==> src/rtl/battle_text_pkg.sv <==
// Shared types and constants for the battle text typewriter: character type,
// name field layout in text RAM and the typer FSM state encoding.
package battle_text_pkg;

  localparam int NAME_LEN = 10;
  localparam int ADDR_W   = 11;

  typedef logic [7:0] char_t;

  localparam char_t CHAR_BLANK = 8'h00;

  localparam logic [ADDR_W-1:0] USER_BASE = 11'd600;
  localparam logic [ADDR_W-1:0] WILD_BASE = 11'd40;

  typedef enum logic [2:0] {
    ST_IDLE  = 3'd0,
    ST_LOAD  = 3'd1,
    ST_WRITE = 3'd2,
    ST_WAIT  = 3'd3,
    ST_FILL  = 3'd4,
    ST_FIN   = 3'd5
  } typer_state_t;

endpackage

==> src/rtl/frame_pacer.sv <==
// Counts frame ticks between typed characters; expire_o flags the tick that
// completes the delay, and clear_i restarts the count.
module frame_pacer #(
  parameter int DELAY = 2
) (
  input  logic clk_i,
  input  logic rst_ni,
  input  logic clear_i,
  input  logic tick_i,
  output logic expire_o
);

  localparam int CW = (DELAY > 1) ? $clog2(DELAY) : 1;

  logic [CW-1:0] cnt_q, cnt_d;

  // Expiry and next count
  always_comb begin
    cnt_d    = cnt_q;
    expire_o = 1'b0;
    if (clear_i) begin
      cnt_d = '0;
    end else if (tick_i) begin
      if (cnt_q == CW'(DELAY - 1)) begin
        expire_o = 1'b1;
        cnt_d    = '0;
      end else begin
        cnt_d = cnt_q + CW'(1);
      end
    end else begin
      cnt_d = cnt_q;
    end
  end

  // Tick counter register
  always_ff @(posedge clk_i or negedge rst_ni) begin
    if (!rst_ni) begin
      cnt_q <= '0;
    end else begin
      cnt_q <= cnt_d;
    end
  end

endmodule

==> src/rtl/battle_name_typer.sv <==
// Typewriter stage: snapshots one name and writes it into battle text RAM,
// paced by frame ticks, blank-filling everything after the first terminator.
module battle_name_typer
  import battle_text_pkg::*;
#(
  parameter int                NAME_LEN   = battle_text_pkg::NAME_LEN,
  parameter int                CHAR_DELAY = 2,
  parameter int                ADDR_W     = battle_text_pkg::ADDR_W,
  parameter logic [ADDR_W-1:0] USER_BASE  = battle_text_pkg::USER_BASE,
  parameter logic [ADDR_W-1:0] WILD_BASE  = battle_text_pkg::WILD_BASE
) (
  input  logic                       Clk,
  input  logic                       Reset_n,
  input  logic                       frameTick,
  input  logic                       start,
  input  logic                       sideSel,
  input  logic                       skip,
  input  char_t [NAME_LEN-1:0]       userName,
  input  char_t [NAME_LEN-1:0]       wildName,
  output logic                       wrEn,
  output logic [ADDR_W-1:0]          wrAddr,
  output char_t                      wrData,
  output logic                       busy,
  output logic                       done
);

  localparam int              IDX_W = (NAME_LEN > 1) ? $clog2(NAME_LEN) : 1;
  localparam logic [IDX_W-1:0] LAST = IDX_W'(NAME_LEN - 1);

  typer_state_t          state_q, state_d;
  logic [IDX_W-1:0]      idx_q, idx_d;
  logic                  side_q, side_d;
  logic                  arm_q;
  char_t [NAME_LEN-1:0]  name_q, name_d;
  logic                  wr_en_q, wr_en_d;
  logic [ADDR_W-1:0]     wr_addr_q, wr_addr_d;
  char_t                 wr_data_q, wr_data_d;
  logic                  busy_q, busy_d;
  logic                  done_q, done_d;
  logic                  pace_clear_s;
  logic                  pace_expire_s;
  logic [ADDR_W-1:0]     base_s;

  assign pace_clear_s = (state_q != ST_WAIT) || skip;

  frame_pacer #(.DELAY(CHAR_DELAY)) u_pacer (
    .clk_i    (Clk),
    .rst_ni   (Reset_n),
    .clear_i  (pace_clear_s),
    .tick_i   (frameTick),
    .expire_o (pace_expire_s)
  );

  // Next state; outputs are derived from the state being entered so they register in step with it
  always_comb begin
    state_d = state_q;
    idx_d   = idx_q;
    side_d  = side_q;
    name_d  = name_q;
    case (state_q)
      ST_IDLE: begin
        // arm_q blocks a start coinciding with reset release
        if (start && arm_q) begin
          state_d = ST_LOAD;
          side_d  = sideSel;
        end else begin
          state_d = ST_IDLE;
        end
      end
      ST_LOAD: begin
        name_d  = side_q ? wildName : userName;
        idx_d   = '0;
        state_d = ST_WRITE;
      end
      ST_WRITE: begin
        if (name_q[idx_q] == CHAR_BLANK) begin
          if (idx_q == LAST) begin
            state_d = ST_FIN;
          end else begin
            idx_d   = idx_q + IDX_W'(1);
            state_d = ST_FILL;
          end
        end else if (idx_q == LAST) begin
          state_d = ST_FIN;
        end else begin
          idx_d   = idx_q + IDX_W'(1);
          state_d = skip ? ST_WRITE : ST_WAIT;
        end
      end
      ST_WAIT: begin
        if (skip || pace_expire_s) begin
          state_d = ST_WRITE;
        end else begin
          state_d = ST_WAIT;
        end
      end
      ST_FILL: begin
        if (idx_q == LAST) begin
          state_d = ST_FIN;
        end else begin
          idx_d   = idx_q + IDX_W'(1);
          state_d = ST_FILL;
        end
      end
      ST_FIN:  state_d = ST_IDLE;
      default: state_d = ST_IDLE;
    endcase

    base_s    = side_d ? WILD_BASE : USER_BASE;
    wr_en_d   = (state_d == ST_WRITE) || (state_d == ST_FILL);
    busy_d    = (state_d == ST_LOAD) || (state_d == ST_WRITE) ||
                (state_d == ST_WAIT) || (state_d == ST_FILL);
    done_d    = (state_d == ST_FIN);
    if (wr_en_d) begin
      wr_addr_d = base_s + ADDR_W'(idx_d);
      wr_data_d = (state_d == ST_FILL) ? CHAR_BLANK : name_d[idx_d];
    end else begin
      wr_addr_d = wr_addr_q;
      wr_data_d = wr_data_q;
    end
  end

  // FSM state, snapshot buffer and registered outputs
  always_ff @(posedge Clk or negedge Reset_n) begin
    if (!Reset_n) begin
      state_q   <= ST_IDLE;
      idx_q     <= '0;
      side_q    <= 1'b0;
      arm_q     <= 1'b0;
      name_q    <= '0;
      wr_en_q   <= 1'b0;
      wr_addr_q <= '0;
      wr_data_q <= CHAR_BLANK;
      busy_q    <= 1'b0;
      done_q    <= 1'b0;
    end else begin
      state_q   <= state_d;
      idx_q     <= idx_d;
      side_q    <= side_d;
      arm_q     <= 1'b1;
      name_q    <= name_d;
      wr_en_q   <= wr_en_d;
      wr_addr_q <= wr_addr_d;
      wr_data_q <= wr_data_d;
      busy_q    <= busy_d;
      done_q    <= done_d;
    end
  end

  assign wrEn   = wr_en_q;
  assign wrAddr = wr_addr_q;
  assign wrData = wr_data_q;
  assign busy   = busy_q;
  assign done   = done_q;

endmodule
==> config.mk <==
export PLATFORM = sky130hd
export DESIGN_NAME = battle_name_typer
export DESIGN_NICKNAME = d
export VERILOG_FILES = /design/src/rtl/battle_text_pkg.sv /design/src/rtl/frame_pacer.sv /design/src/rtl/battle_name_typer.sv
export SDC_FILE = /design/constraint.sdc
export NUM_CORES = 1
export LEC_CHECK = 0
export ABC_AREA = 1
export CAP_MARGIN = 0
export CORE_MARGIN = 10
export CORE_UTILIZATION = 35
export CTS_BUF_LIST = sky130_fd_sc_hd__clkbuf_4
export CTS_CLUSTER_DIAMETER = 50
export CTS_CLUSTER_SIZE = 12
export DETAILED_ROUTE_END_ITERATION = 8
export GPL_TIMING_DRIVEN = 0
export PLACE_DENSITY = 0.74
export SYNTH_ARGS = -nofsm -noshare
export SYNTH_HDL_FRONTEND = slang
export SYNTH_SLANG_ARGS = --single-unit
==> constraint.sdc <==
create_clock -name Clk -period 2.3 [get_ports Clk]
set_input_delay 0.69 -clock Clk [delete_from_list [all_inputs] [get_ports Clk]]
set_output_delay 0.69 -clock Clk [all_outputs]
set_load 0.02 [all_outputs]
; ---- After elaboration in Yosys (flattened, before gate mapping)
; Index checks and enable logic that the tools add are counted.
[totals]
reg_bits = 112
in_bits = 166
output_inout_bits = 22
word_cells = 72
[classes]
addsub = 3
magnitude_cmp = 2
eq_ne = 11
n_mux = 25
reduce_logical = 11
[op_table]
columns = cell, count
row1 = $mux W80, 2
row2 = $bmux W8 S4, 2
row3 = $mux W8, 3
row4 = $pmux W3 S5, 1
row5 = $eq A3 B2 Y1 const B, 4
row6 = $mux W1, 12
row7 = $add A10 B4 Y11, 1
row8 = $lt A4 B5 Y1 const B, 2
row9 = $mux W10, 1
row10 = $eq A3 B3 Y1 const B, 3
row11 = $logic_not A8 Y1, 1
row12 = $pmux W4 S2, 1
row13 = $eq A3 B1 Y1 const B, 2
row14 = $logic_or A1 B1 Y1, 6
row15 = $mux W3, 2
row16 = $add A4 B1 Y4 const B, 1
row17 = $eq A4 B4 Y1 const B, 1
row18 = $mux W4, 1
row19 = $logic_not A3 Y1, 1
row20 = $ne A3 B2 Y1 const B, 1
row21 = $reduce_bool A2 Y1, 1
row22 = $reduce_or A2 Y1, 1
row23 = $add A1 B1 Y1 const B, 1
row24 = $logic_and A1 B1 Y1, 1

; ---- Depth between registers and ports, before layout
[logic_depth]
word_depth = 10
depth_mapped = 17

; ---- Modules after synthesis
; Synthesis repeated with hierarchy kept, for this count alone.
[unflattened]
hier_cells = 873
hier_area_um2 = 6237.2
[by_module_without_submodules]
columns = mod, instances, cells_each, area_per_inst_um2, seq_area_each_um2
row1 = battle_name_typer, 1, 866, 6187.2, 2677.6
row2 = frame_pacer, 1, 7, 50.0, 25.0

; ---- Worst setup path after synthesis
; OpenSTA, ideal clock, no wires.
[synth_timing]
path_kind = reg-to-reg
startpoint = register idx_q[1]
endpoint = register wr_data_q[0] (netlist: wrData[0])
arrival_time_ns = 1.860
required_ns = 2.182
slack_ns = 0.322
stages_incl_launch_ff = 15
n_path_buf = 3
cell_sequence = dfrtp_1 buf_2 inv_1 ha_1 nand3_2 nand2_1 nand3_1 nand2_2 buf_2 buf_2 nand2_1 o211ai_1 nand2_1 nand4_1 nand2_1
[synth_via]
word_cells_on_any_way = 17
[synth_lines]
columns = element, line
row1 = start: declaration, battle_name_typer.sv:31  ; logic [IDX_W-1:0] idx_q, idx_d;
row2 = start signal: assignment, battle_name_typer.sv:138  ; idx_q <= idx_d;
row3 = $eq A4 B4 Y1, "battle_name_typer.sv:77, battle_name_typer.sv:83, battle_name_typer.sv:98"
row4 = $mux W4, "battle_name_typer.sv:77, battle_name_typer.sv:83, battle_name_typer.sv:98"
row5 = $pmux W4 S2, battle_name_typer.sv:60  ; case (state_q)
row6 = via idx_d[0], battle_name_typer.sv:31
row7 = $bmux W8 S4, battle_name_typer.sv:116  ; wr_data_d = (state_d == ST_FILL) ? CHAR_BLANK : name_d[idx_d];
row8 = $mux W8 (implied by the code), battle_name_typer.sv:116
row9 = $mux W8, battle_name_typer.sv:116
row10 = end signal: assignment, battle_name_typer.sv:144  ; wr_data_q <= wr_data_d;
row11 = end: declaration, battle_name_typer.sv:37  ; char_t wr_data_q, wr_data_d;
; The timed path passes the listed nets, and every way through them passes these cells. The select of a mux whose other input is x is not followed.
; A chain may end at the register's enable or synchronous reset.

; ---- Worst setup path after layout
[layout_timing]
startpoint = register idx_q[1]
endpoint = register wr_data_q[2] (netlist: wrData[2])
[layout_via]
elab_chain_len = 7
word_cells_on_any_way = 17
[layout_rtl]
columns = element, line
row1 = $bmux W8 S4, battle_name_typer.sv:76  ; if (name_q[idx_q] == CHAR_BLANK) begin
row2 = $mux W8 (implied by the code), battle_name_typer.sv:76
row3 = $logic_not A8 Y1, battle_name_typer.sv:76
row4 = $mux W3, battle_name_typer.sv:76
row5 = $pmux W3 S5, battle_name_typer.sv:60
row6 = $eq A3 B3 Y1 or $eq A3 B2 Y1 (tied branches), "battle_name_typer.sv:110, battle_name_typer.sv:116"
row7 = $mux W8 or $logic_or A1 B1 Y1 (tied branches), "battle_name_typer.sv:116, battle_name_typer.sv:110"
; Several ways; a longest one is shown, not always the timed one. The select of a mux whose other input is x is not followed.

==> key figures <==
Synthesis
  – Async SR Flop Fraction: 100%
  – Mapped Cells: 932
  – Yosys cell types: 38
  – Synth Warn #: 0
  – Sequential area share after synthesis: 41.3%
  – Commonest register cell after synthesis: dfrtp_1
  – Mean Syn Cell Area: 7.03 sq um
  – EDFF count, synth: 0
  – Flops & latches, synth: 108
  – Synthesized cell area: 0.00655 sq mm

Worst setup path
  – Arr. time, crit path: 2710 ps
  – Reg2Reg Setup Slack: 40 ps
  – RR Startpoint: idx_q[1]$_DFF_PN0_
  – Reg2Reg Depth: 16
  – Crit Path Class: reg2reg
  – Crit path max fanout: 8
  – CP Data Required Time: 2750 ps
  – CP startpoint kind: flop
  – FF-to-FF End: wrData[2]$_DFFE_PN0P_
  – Setup crit end kind: flop

Cells and area
  – Antenna fix cells: 0
  – P&R area growth vs syn: 41.1%
  – Number of fill cells: 1753
  – Final Core Density: 50.7%
  – Layout cells sized above 1: 11.4%
  – Final nets: 1309

STA
  – Fin crit share: 98.5%
  – Setup TNS: 0 ps
  – Pins Over Slew Limit: 0
  – Hold Violations, Final: 0
  – Slew margin rel.: 61.6%
  – F_max: 442 MHz
  – Skew final: 20.1 ps
  – Tmin final: 2260 ps
  – Worst-Margin Slew: 576 ps
  – Final setup violating endpoints: 0
  – RSZ-0062 raised after global routing: yes

Global routing
  – Largest net degree at the start of global routing: 70
  – Number of global-route vias before repair: 6681
  – Grt ovf: 0
  – Total GRT Usage: 18.5%
  – Antenna violations before repair: 0
  – First-pass GRT wire length: 35.7 mm

CTS
  – Longest Clk Path Bufs: 2
  – CTS clk-pin slew, worst paths: 180 ps
  – CTS Sinks: 108
  – Root buffer cell: clkbuf_4
  – TritonCTS buffer count: 9
  – CTS tree: done
  – H-tree Lvls: 3
  – Clk_lat worst skew: 510 ps

Power
  – Switching portion of total power: 50.2%
  – Switch Pwr: 6.87 mW
  – Peak supply drop: 0.630 mV
  – Sequential Power Share: 24.2%
  – Comb pwr share: 66.9%
  – Static Leak: 4.52 nW
  – Cell Pwr Density: 1480 mW/mm^2
  – Clock power frac: 8.9%
  – Pint: 6.83 mW

Routing
  – First-pass iteration count of the detailed router: 8
  – Drt total wl: 23.5 mm
  – # DRC: 0
  – DR iter-0 viols: 507
  – Final ANT Viol Nets: 0
  – Vias: 6738
  – Via density: 4.90
  – WL per Instance: 17.1 microns

Floorplan
  – Die Span Y: 157 microns
  – Row cnt: 49
  – IO Count: 188
  – Core area: 0.0182 sq mm
  – Starting density of the core: 36.0%
  – Die Wd: 157 microns
  – Die area: 0.0246 sq mm

Placed design
  – Port Buffers: 184
  – Post-DP HPWL: 18.2 mm
  – Routability Congestion: 0.941

Worst hold path
  – Hold WC Path Type: in2async

Run status
  – Status: completed

Flow run
  – Max-cap viol count: 0
what timing repair did:
item                                    in CTS  in global routing
endpoints found under the setup margin       9                 17
cloned                                       0                  3
pin swaps                                    2                 12
resized for setup                           28                 64
buffers inserted                             1                  6
hold buffers                                 0                  0
through the flow:
step	area, sq um	setup WS [ps]	hold WS, ps	cells	power [mW]
after floorplan	6560	322	394	934	8.65
after global placement	8680	-3590	490	1347	11.3
after detailed placement	8710	-347	487	1348	11.5
after CTS	8970	-7.85	164	1365	12.9
after global routing	9240	-50.8	179	1374	14.8
final	9240	35.0	130	1374	13.7
logic make-up (layout without fill, tap and decap cells):
logic type	Yosys count	count (layout)	share of synthesized area (%)
XOR/XNOR	1	1	0.134
adder cells (fa/ha/maj)	3	3	0.573
other	2	4	0.115
multiplexers	14	14	2.14
AND/OR/NAND/NOR	508	509	33.3
AO/OA/AOI/OAI	135	135	12.2
buffers and inverters	161	371	10.2
flip-flops	108	108	41.3
layer usage:
metal | global-route usage, % | vias to the layer above | share of wire (%)
li1 | - | 3361 | -
met1 | 23.8 | 3116 | 43
met2 | 30.9 | 235 | 48
met3 | 3.81 | 26 | 7.2
met4 | 5.03 | 0 | 1.4
met5 | 0 | - | 0
worst max-delay path: stages (launching register included):
cell and delay, ps:
dfrtp_1 420, buf_4 180, inv_4 80, ha_4 140, nand4_1 160, nand3_4 160, nand2_4 110, clkbuf_16 170
nand2_1 50, o21ai_0 80, nand2_1 70, nand2_1 90, nor2_4 160, nand2_1 90, nand2_1 80, nand4_1 70
nand2_1 90
power groups by stage:
stage	combinational, mW	sequential (mW)	clock [mW]
2_1_floorplan	5.26	3.39	0
6_report	9.17	3.31	1.23
5_1_grt	10.1	3.40	1.30
4_1_cts	8.37	3.30	1.22
3_5_place_dp	8.12	3.34	0
3_3_place_gp	7.99	3.31	0
worst max path at each step:
| stage | from | end | slack [ps] | cells after the start |
|---|---|---|---|---|
| 2_1_floorplan | idx_q[1]$_DFF_PN0_ | wrData[0]$_DFFE_PN0P_ | 320 | 14 |
| 3_3_place_gp | Reset_n | wrData[1]$_DFFE_PN0P_ | -3590 | 1 |
| 3_5_place_dp | idx_q[1]$_DFF_PN0_ | wrData[1]$_DFFE_PN0P_ | -350 | 16 |
| 4_1_cts | idx_q[1]$_DFF_PN0_ | wrData[1]$_DFFE_PN0P_ | -8 | 16 |
| 5_1_grt | state_q[1]$_DFF_PN0_ | wrData[1]$_DFFE_PN0P_ | -50 | 13 |
| 6_report | idx_q[1]$_DFF_PN0_ | wrData[2]$_DFFE_PN0P_ | 40 | 16 |
cell usage after synthesis, types with 13 or more instances:
cell type	number	share of area [%]
buf_2	26	2.0
clkbuf_1	20	1.1
dfrtp_1	108	41
inv_1	99	5.7
mux2i_1	14	2.1
nand2_1	320	18
nand3_1	43	3.3
nand4_1	13	1.2
nor2_1	63	3.6
nor3_1	13	0.99
o211ai_1	14	1.6
o21ai_0	67	5.1
o21ai_1	22	1.7
o31a_1	14	1.9
or2_1	19	1.8
or2_2	16	1.5
layout make-up:
class	count	area (sq um)	area share [%]
Multi-Input combinational cell	666	3320	36.0
Sequential cell	108	2710	29.3
Timing Repair Buffer	194	1970	21.3
Inverter	106	408	4.42
Buffer	55	363	3.93
Tap cell	229	287	3.10
Clock inverter	7	115	1.25
Clock buffer	9	67.6	0.732
flip-flops by register name, indices dropped and copies added (netlist names):
| signal | flops |
|---|---|
| arm_q | 1 |
| busy | 1 |
| done | 1 |
| idx_q | 4 |
| name_q | 80 |
| side_q | 1 |
| state_q | 3 |
| u_pacer.cnt_q | 1 |
| wrAddr | 7 |
| wrData | 8 |
| wrEn | 1 |
cells in the final DEF (no fill, tap or decap), types with 17 or more instances in the layout:
cell type and n:
buf_4 17, clkdlybuf4s50_1 182, dfrtp_1 106, inv_1 97, nand2_1 317, nand3_1 41
nor2_1 56, o21ai_0 59, o21ai_1 30, or2_1 19
Note: power is estimated with default switching activity, not from simulation.
